File: src/rtl/rf_write_arbiter_if.sv
// Write-back bus between the requesters (ALU, load unit, CSR unit) and the
// register-file write arbiter, plus the registered write port and bypass view.
interface rf_write_arbiter_if #(
  parameter int unsigned NUM_REQ    = 3,
  parameter int unsigned DATA_WIDTH = 32
);
  logic                           hold;
  logic [NUM_REQ-1:0]             req_valid;
  logic [NUM_REQ*5-1:0]           req_address;
  logic [NUM_REQ*DATA_WIDTH-1:0]  req_value;
  logic [NUM_REQ-1:0]             req_ready;
  logic                           write_enable;
  logic [4:0]                     address_write;
  logic [DATA_WIDTH-1:0]          value_write;
  logic [2:0]                     write_source;
  logic                           pending_valid;
  logic [4:0]                     pending_address;

  // Requester / pipeline side.
  modport master (
    output hold, req_valid, req_address, req_value,
    input  req_ready, write_enable, address_write, value_write, write_source,
           pending_valid, pending_address
  );

  // Arbiter side.
  modport slave (
    input  hold, req_valid, req_address, req_value,
    output req_ready, write_enable, address_write, value_write, write_source,
           pending_valid, pending_address
  );
endinterface

File: src/rtl/rf_write_arbiter.sv
// Round-robin arbiter for the single register-file write port. One request is
// granted per cycle (combinational ready), and the winner is registered onto the
// write port with a latency of one cycle. Writes to x0 are consumed but dropped.
module rf_write_arbiter #(
  parameter int unsigned NUM_REQ    = 3,
  parameter int unsigned DATA_WIDTH = 32
) (
  input logic               clk,
  input logic               reset_n,
  rf_write_arbiter_if.slave bus
);
  localparam int unsigned     IdxW    = $clog2(NUM_REQ);
  localparam logic [IdxW:0]   NumReqW = (IdxW + 1)'(NUM_REQ);

  logic [IdxW-1:0]       ptr_q, ptr_d;
  logic [NUM_REQ-1:0]    grant;
  logic [IdxW-1:0]       gnt_idx;
  logic                  accept;
  logic [4:0]            sel_addr;
  logic [DATA_WIDTH-1:0] sel_val;

  logic                  we_q;
  logic [4:0]            addr_q;
  logic [DATA_WIDTH-1:0] val_q;
  logic [2:0]            src_q;

  // Search upward from the pointer, wrapping, for the first valid requester.
  always_comb begin
    logic [IdxW:0] cand;
    cand    = '0;
    grant   = '0;
    gnt_idx = '0;
    accept  = 1'b0;
    if (reset_n && !bus.hold) begin
      for (int k = 0; k < int'(NUM_REQ); k++) begin
        cand = {1'b0, ptr_q} + (IdxW + 1)'(k);
        if (cand >= NumReqW) cand = cand - NumReqW;
        if (!accept && bus.req_valid[cand[IdxW-1:0]]) begin
          accept  = 1'b1;
          gnt_idx = cand[IdxW-1:0];
        end
      end
    end
    if (accept) grant[gnt_idx] = 1'b1;
  end

  // Mux the winner's address/data and compute the next priority pointer.
  always_comb begin
    sel_addr = '0;
    sel_val  = '0;
    for (int k = 0; k < int'(NUM_REQ); k++) begin
      if (gnt_idx == IdxW'(k)) begin
        sel_addr = bus.req_address[5*k +: 5];
        sel_val  = bus.req_value[DATA_WIDTH*k +: DATA_WIDTH];
      end
    end
    ptr_d = ptr_q;
    if (accept) ptr_d = (gnt_idx == IdxW'(NUM_REQ - 1)) ? '0 : gnt_idx + 1'b1;
  end

  // Register the accepted write; reset discards any write in flight.
  always_ff @(posedge clk or negedge reset_n) begin
    if (!reset_n) begin
      ptr_q  <= '0;
      we_q   <= 1'b0;
      addr_q <= '0;
      val_q  <= '0;
      src_q  <= '0;
    end else begin
      ptr_q <= ptr_d;
      we_q  <= accept && (sel_addr != 5'd0);
      if (accept) begin
        addr_q <= sel_addr;
        val_q  <= sel_val;
        src_q  <= 3'(gnt_idx);
      end
    end
  end

  // Drive the bus; the bypass view masks the address when nothing is in flight.
  always_comb begin
    bus.req_ready       = grant;
    bus.write_enable    = we_q;
    bus.address_write   = addr_q;
    bus.value_write     = val_q;
    bus.write_source    = src_q;
    bus.pending_valid   = we_q;
    bus.pending_address = we_q ? addr_q : 5'd0;
  end
endmodule
File: src/flat_wrapper.sv
// flat-port wrapper written by rule: the top's interface ports become plain ports
module rf_write_arbiter_flat 
#(
  parameter int unsigned NUM_REQ    = 3,
  parameter int unsigned DATA_WIDTH = 32
)
  (clk, reset_n, bus_hold, bus_req_valid, bus_req_address, bus_req_value, bus_req_ready, bus_write_enable, bus_address_write, bus_value_write, bus_write_source, bus_pending_valid, bus_pending_address);
  rf_write_arbiter_if #(.NUM_REQ(NUM_REQ), .DATA_WIDTH(DATA_WIDTH)) bus_i ();
  input logic clk;
  input logic reset_n;
  input wire logic [$bits(bus_i.hold)-1:0] bus_hold;
  input wire logic [$bits(bus_i.req_valid)-1:0] bus_req_valid;
  input wire logic [$bits(bus_i.req_address)-1:0] bus_req_address;
  input wire logic [$bits(bus_i.req_value)-1:0] bus_req_value;
  output wire logic [$bits(bus_i.req_ready)-1:0] bus_req_ready;
  output wire logic [$bits(bus_i.write_enable)-1:0] bus_write_enable;
  output wire logic [$bits(bus_i.address_write)-1:0] bus_address_write;
  output wire logic [$bits(bus_i.value_write)-1:0] bus_value_write;
  output wire logic [$bits(bus_i.write_source)-1:0] bus_write_source;
  output wire logic [$bits(bus_i.pending_valid)-1:0] bus_pending_valid;
  output wire logic [$bits(bus_i.pending_address)-1:0] bus_pending_address;
  assign bus_i.hold = bus_hold;
  assign bus_i.req_valid = bus_req_valid;
  assign bus_i.req_address = bus_req_address;
  assign bus_i.req_value = bus_req_value;
  assign bus_req_ready = bus_i.req_ready;
  assign bus_write_enable = bus_i.write_enable;
  assign bus_address_write = bus_i.address_write;
  assign bus_value_write = bus_i.value_write;
  assign bus_write_source = bus_i.write_source;
  assign bus_pending_valid = bus_i.pending_valid;
  assign bus_pending_address = bus_i.pending_address;
  rf_write_arbiter #(.NUM_REQ(NUM_REQ), .DATA_WIDTH(DATA_WIDTH)) u_core (.clk(clk), .reset_n(reset_n), .bus(bus_i));
endmodule
File: config.mk
export PLATFORM = sky130hd
export DESIGN_NAME = rf_write_arbiter_flat
export DESIGN_NICKNAME = d
export VERILOG_FILES = /design/src/rtl/rf_write_arbiter_if.sv /design/src/rtl/rf_write_arbiter.sv /design/src/flat_wrapper.sv
export SDC_FILE = /design/constraint.sdc
export NUM_CORES = 1
export LEC_CHECK = 0
export ABC_AREA = 1
export CAP_MARGIN = 30
export CORE_UTILIZATION = 38
export DETAILED_ROUTE_END_ITERATION = 6
export GPL_ROUTABILITY_DRIVEN = 0
export PLACE_DENSITY_LB_ADDON = 0.2
export SLEW_MARGIN = 10
export SYNTH_ARGS = -nofsm -noshare
export SYNTH_HDL_FRONTEND = slang
export SYNTH_SLANG_ARGS = --single-unit
export TNS_END_PERCENT = 30
File: constraint.sdc
create_clock -name clk -period 2.55 [get_ports clk]
set_input_delay 0.255 -clock clk [delete_from_list [all_inputs] [get_ports clk]]
set_output_delay 0.255 -clock clk [all_outputs]
set_load 0.01 [all_outputs]
==> summary.md <==
| Metric | Value |
|---|---|
| GR Overflow Total | 0 |
| Syn Nets | 464 |
| Synth area leader | dfrtp_1 |
| CP cell instances | inv_2 > ha_4 > inv_2 > nand2_2 > nand2_1 > nand3_4 > nand3_2 > nand3_2 > nand3_4 > buf_12 > inv_2 > dlygate4sd2_1 |
| Num rows | 30 |
| Switching part of the total | 0.408 |
| Peak supply drop | 0.527 mV |
| Routed vias/inst | 5.15 |
| Cells after Synth | 343 |
| Total Wirelength | 9.39 mm |
| Fin Clk Skew | 2.83 ps |
| Number of remaining DRC errors | 0 |
| Area delta synth->final | 73.4% |
| H-tree levels | 2 |
| R2R Path End | u_core.bus.value_write[31] |
| R2r setup slk | 190 ps |
| Max-slew violations | 0 |
| DR iter-0 viols | 91 |
| Synth top area share | 0.388 |
| Max-cap check violation count | 0 |
| Yosys warns | 0 |
| Crit Path Max Fanout | 8 |
| # clock sinks | 42 |
| Largest net degree at the start of global routing | 43 |
| Hold crit path type | input pin to asynchronous set/reset pin |
| Setup WS pre-CTS | 12.5 ps |
| Worst Reg-to-Reg Cells | 13 |
| Die X | 86.5 um |
| Antenna diodes | 0 |
| Most area-consuming cells after synthesis | dfrtp_1 39%, nand2_1 14%, nand3_1 6.6% |
| CP dominant cell by count | inv_2 |
| Combinational fraction of design power | 0.612 |
| Vias | 3,144 |
| Wire length of the first global-routing pass | 15.1 mm |
| Lkg Pwr | 2.01 nW |
| Initial core utilization | 0.397 |
| Reg-to-Reg Start | u_core.ptr_q[1] |
| Die Area | 7480 sq um |
| Worst setup EP type | output pin |
| Post-CTS Hold Buffers | 0 |
| Drt wl/cell | 15.4 um |
| CTS root buf | clkbuf_8 |
| Fin area | 4700 sq um |
| DR pass1 iterations | 5 |
| Worst-Skew Late Latency | 300 ps |
| PwrDens | 1010 nW/um^2 |
| Final worst path period share | 0.955 |
| Worst Path Required | 2300 ps |
| Synth Register Bits | 42 |
| Final setup margin | 114 ps |
| CTS buffer count | 5 |
| Seq/Total Area, Yosys | 0.388 |
| Core area | 6830 sq um |
| Mapped Area | 2710 sq um |
| Final Hold Viols | 0 |
| Reg power frac | 0.251 |
| Io pins | 167 |
| Reg clk slew, reported paths | 90 ps |
| Switching Power | 1.93 mW |
| Slew at the pin closest to its max-slew limit | 550 ps |
| Period minus WS final | 2440 ps |
| Most common cell after layout, fill and taps aside | clkdlybuf4s50_1 |
| TNS Setup | 0 ps |
| CP arrival | 2180 ps |
| Layout cell share with drive strength beyond 1 | 0.136 |
| Tot GR Track Use | 0.259 |
| NumNets Final | 634 |
| Crit-path max cell delay | 410 ps |
| Clk buf depth | 2 |
| DRT antenna net count | 0 |
| HPWL after DPL | 6.78 mm |
| Final setup fails | 0 |
| CTS tree | yes |
| Post-Syn Area per Cell | 7.90 sq um |
| Number of global-route vias before repair | 3,166 |
| Crit-path slowest cell | dfrtp_1 |
| Number of port buffers | 165 |
| Die outline height | 86.5 um |
| Max Clk Rate | 410 MHz |
| Clock power share | 0.137 |
| Distinct cell type count of the synthesized netlist | 30 |
| Area post-placement | 4460 sq um |
| Fillcell total | 604 |
| Worst Path Class, Setup | flip-flop to output pin |
| Startpoint types | flip-flop |
| Initial antenna violation count | 0 |
| Slew headroom | 0.633 |
| Most frequent cells in the layout | 161 x clkdlybuf4s50_1, 99 x nand2_1, 42 x dfrtp_1, 36 x nand3_1, 36 x nor2_1 |
| Internal power | 2.80 mW |
| Outcome | complete, no violations |
synth_stat cells:
master and n:
nand3_2 6, inv_1 19, nand2_4 1, o21bai_1 1
o21ai_1 5, o21ai_2 1, nand2_1 99, clkbuf_1 5
nand4_1 3, nand3_1 36, nand2_2 4, ha_1 4
or2_1 2, a21oi_1 9, inv_2 5, nand4_2 1
o221ai_1 3, buf_6 4, nor2_1 36, o21ai_4 1
nand3_4 2, nor2_2 2, a41oi_2 10, buf_2 7
o31ai_1 6, conb_1 1, o21ai_0 8, dfrtp_1 42
buf_4 7, a41oi_1 13
routing by layer:
metal / part of all wire / wire length, um / up-vias / track usage
li1: - / - / 1498 / -
met1: 0.40 / 3770 / 1485 / 0.312
met2: 0.50 / 4730 / 151 / 0.465
met3: 0.080 / 752 / 10 / 0.0600
met4: 0.015 / 138 / 0 / 0.0682
met5: 0 / 0 / - / 0
what timing repair did:
| action | 4_1_cts | 5_1_grt |
|---|---|---|
| buffers inserted | 2 | 4 |
| pin swaps | 1 | 0 |
| setup endpoints to repair | 3 | 8 |
| cloned | 1 | 0 |
| gates resized for setup | 8 | 5 |
cell type report:
| cell class | count | area (sq um) | area share |
|---|---|---|---|
| multi-input combinational | 254 | 1460 | 0.310 |
| tap | 96 | 120 | 0.0255 |
| inverter | 24 | 90.1 | 0.0192 |
| clock buffer | 5 | 68.8 | 0.0146 |
| clock inverter | 3 | 68.8 | 0.0146 |
| sequential | 42 | 1050 | 0.224 |
| timing repair buffer | 186 | 1850 | 0.393 |
critical path: cells and delay by family (launching register included):
family / cells / cell delay (ps)
AND/OR/NAND/NOR: 6 / 600
flip-flops: 1 / 410
adder cells (fa/ha/maj): 1 / 230
buffers and inverters: 5 / 630
power groups by stage:
stage,clock network [mW],registers (mW),logic (mW)
5_1_grt,0.680,1.22,3.17
3_5_place_dp,0,1.19,2.72
6_report,0.647,1.19,2.90
2_1_floorplan,0,1.32,1.37
3_3_place_gp,0,1.18,2.65
4_1_cts,0.658,1.19,2.84
worst max path at each step:
stage,depth (start not counted),startpoint,slack (ps),end
final,12,u_core.ptr_q[0],110,bus_req_ready[2]
after global routing,12,u_core.ptr_q[0],-10,bus_req_ready[2]
after CTS,12,u_core.ptr_q[0],6,bus_req_ready[0]
after detailed placement,12,u_core.ptr_q[0],10,bus_req_ready[0]
after global placement,12,u_core.ptr_q[0],90,bus_req_ready[0]
after floorplan,10,u_core.ptr_q[0],510,bus_req_ready[0]
flip-flops by register name (all words and copies together), names as in the netlist:
name and cells:
u_core.bus.write_source 2, u_core.bus.value_write 32, u_core.bus.address_write 5, u_core.ptr_q 2, u_core.bus.pending_valid 1
per-stage QoR:
step | power (mW) | hold WS, ps | instances | utilization
CTS | 4.68 | 74.0 | 606 | 0.683
floorplan | 2.69 | -40.6 | 343 | -
finish | 4.73 | 49.2 | 610 | 0.688
global placement | 3.83 | 416 | 595 | 0.652
global route | 5.07 | 97.7 | 610 | 0.688
detailed placement | 3.91 | 403 | 595 | 0.652
logic make-up (layout without fill, tap and decap cells):
group                      Yosys count  after routing  share of synthesized area
AOI/OAI and AO/OA                   57             57                      0.181
buffers and inverters               47            218                     0.0891
other                                1              1                    0.00138
adders and majority gates            4              4                     0.0185
and+or+nand+nor                    192            192                      0.323
DFF                                 42             42                      0.388
No activity file was read; power rests on OpenSTA's default activity.
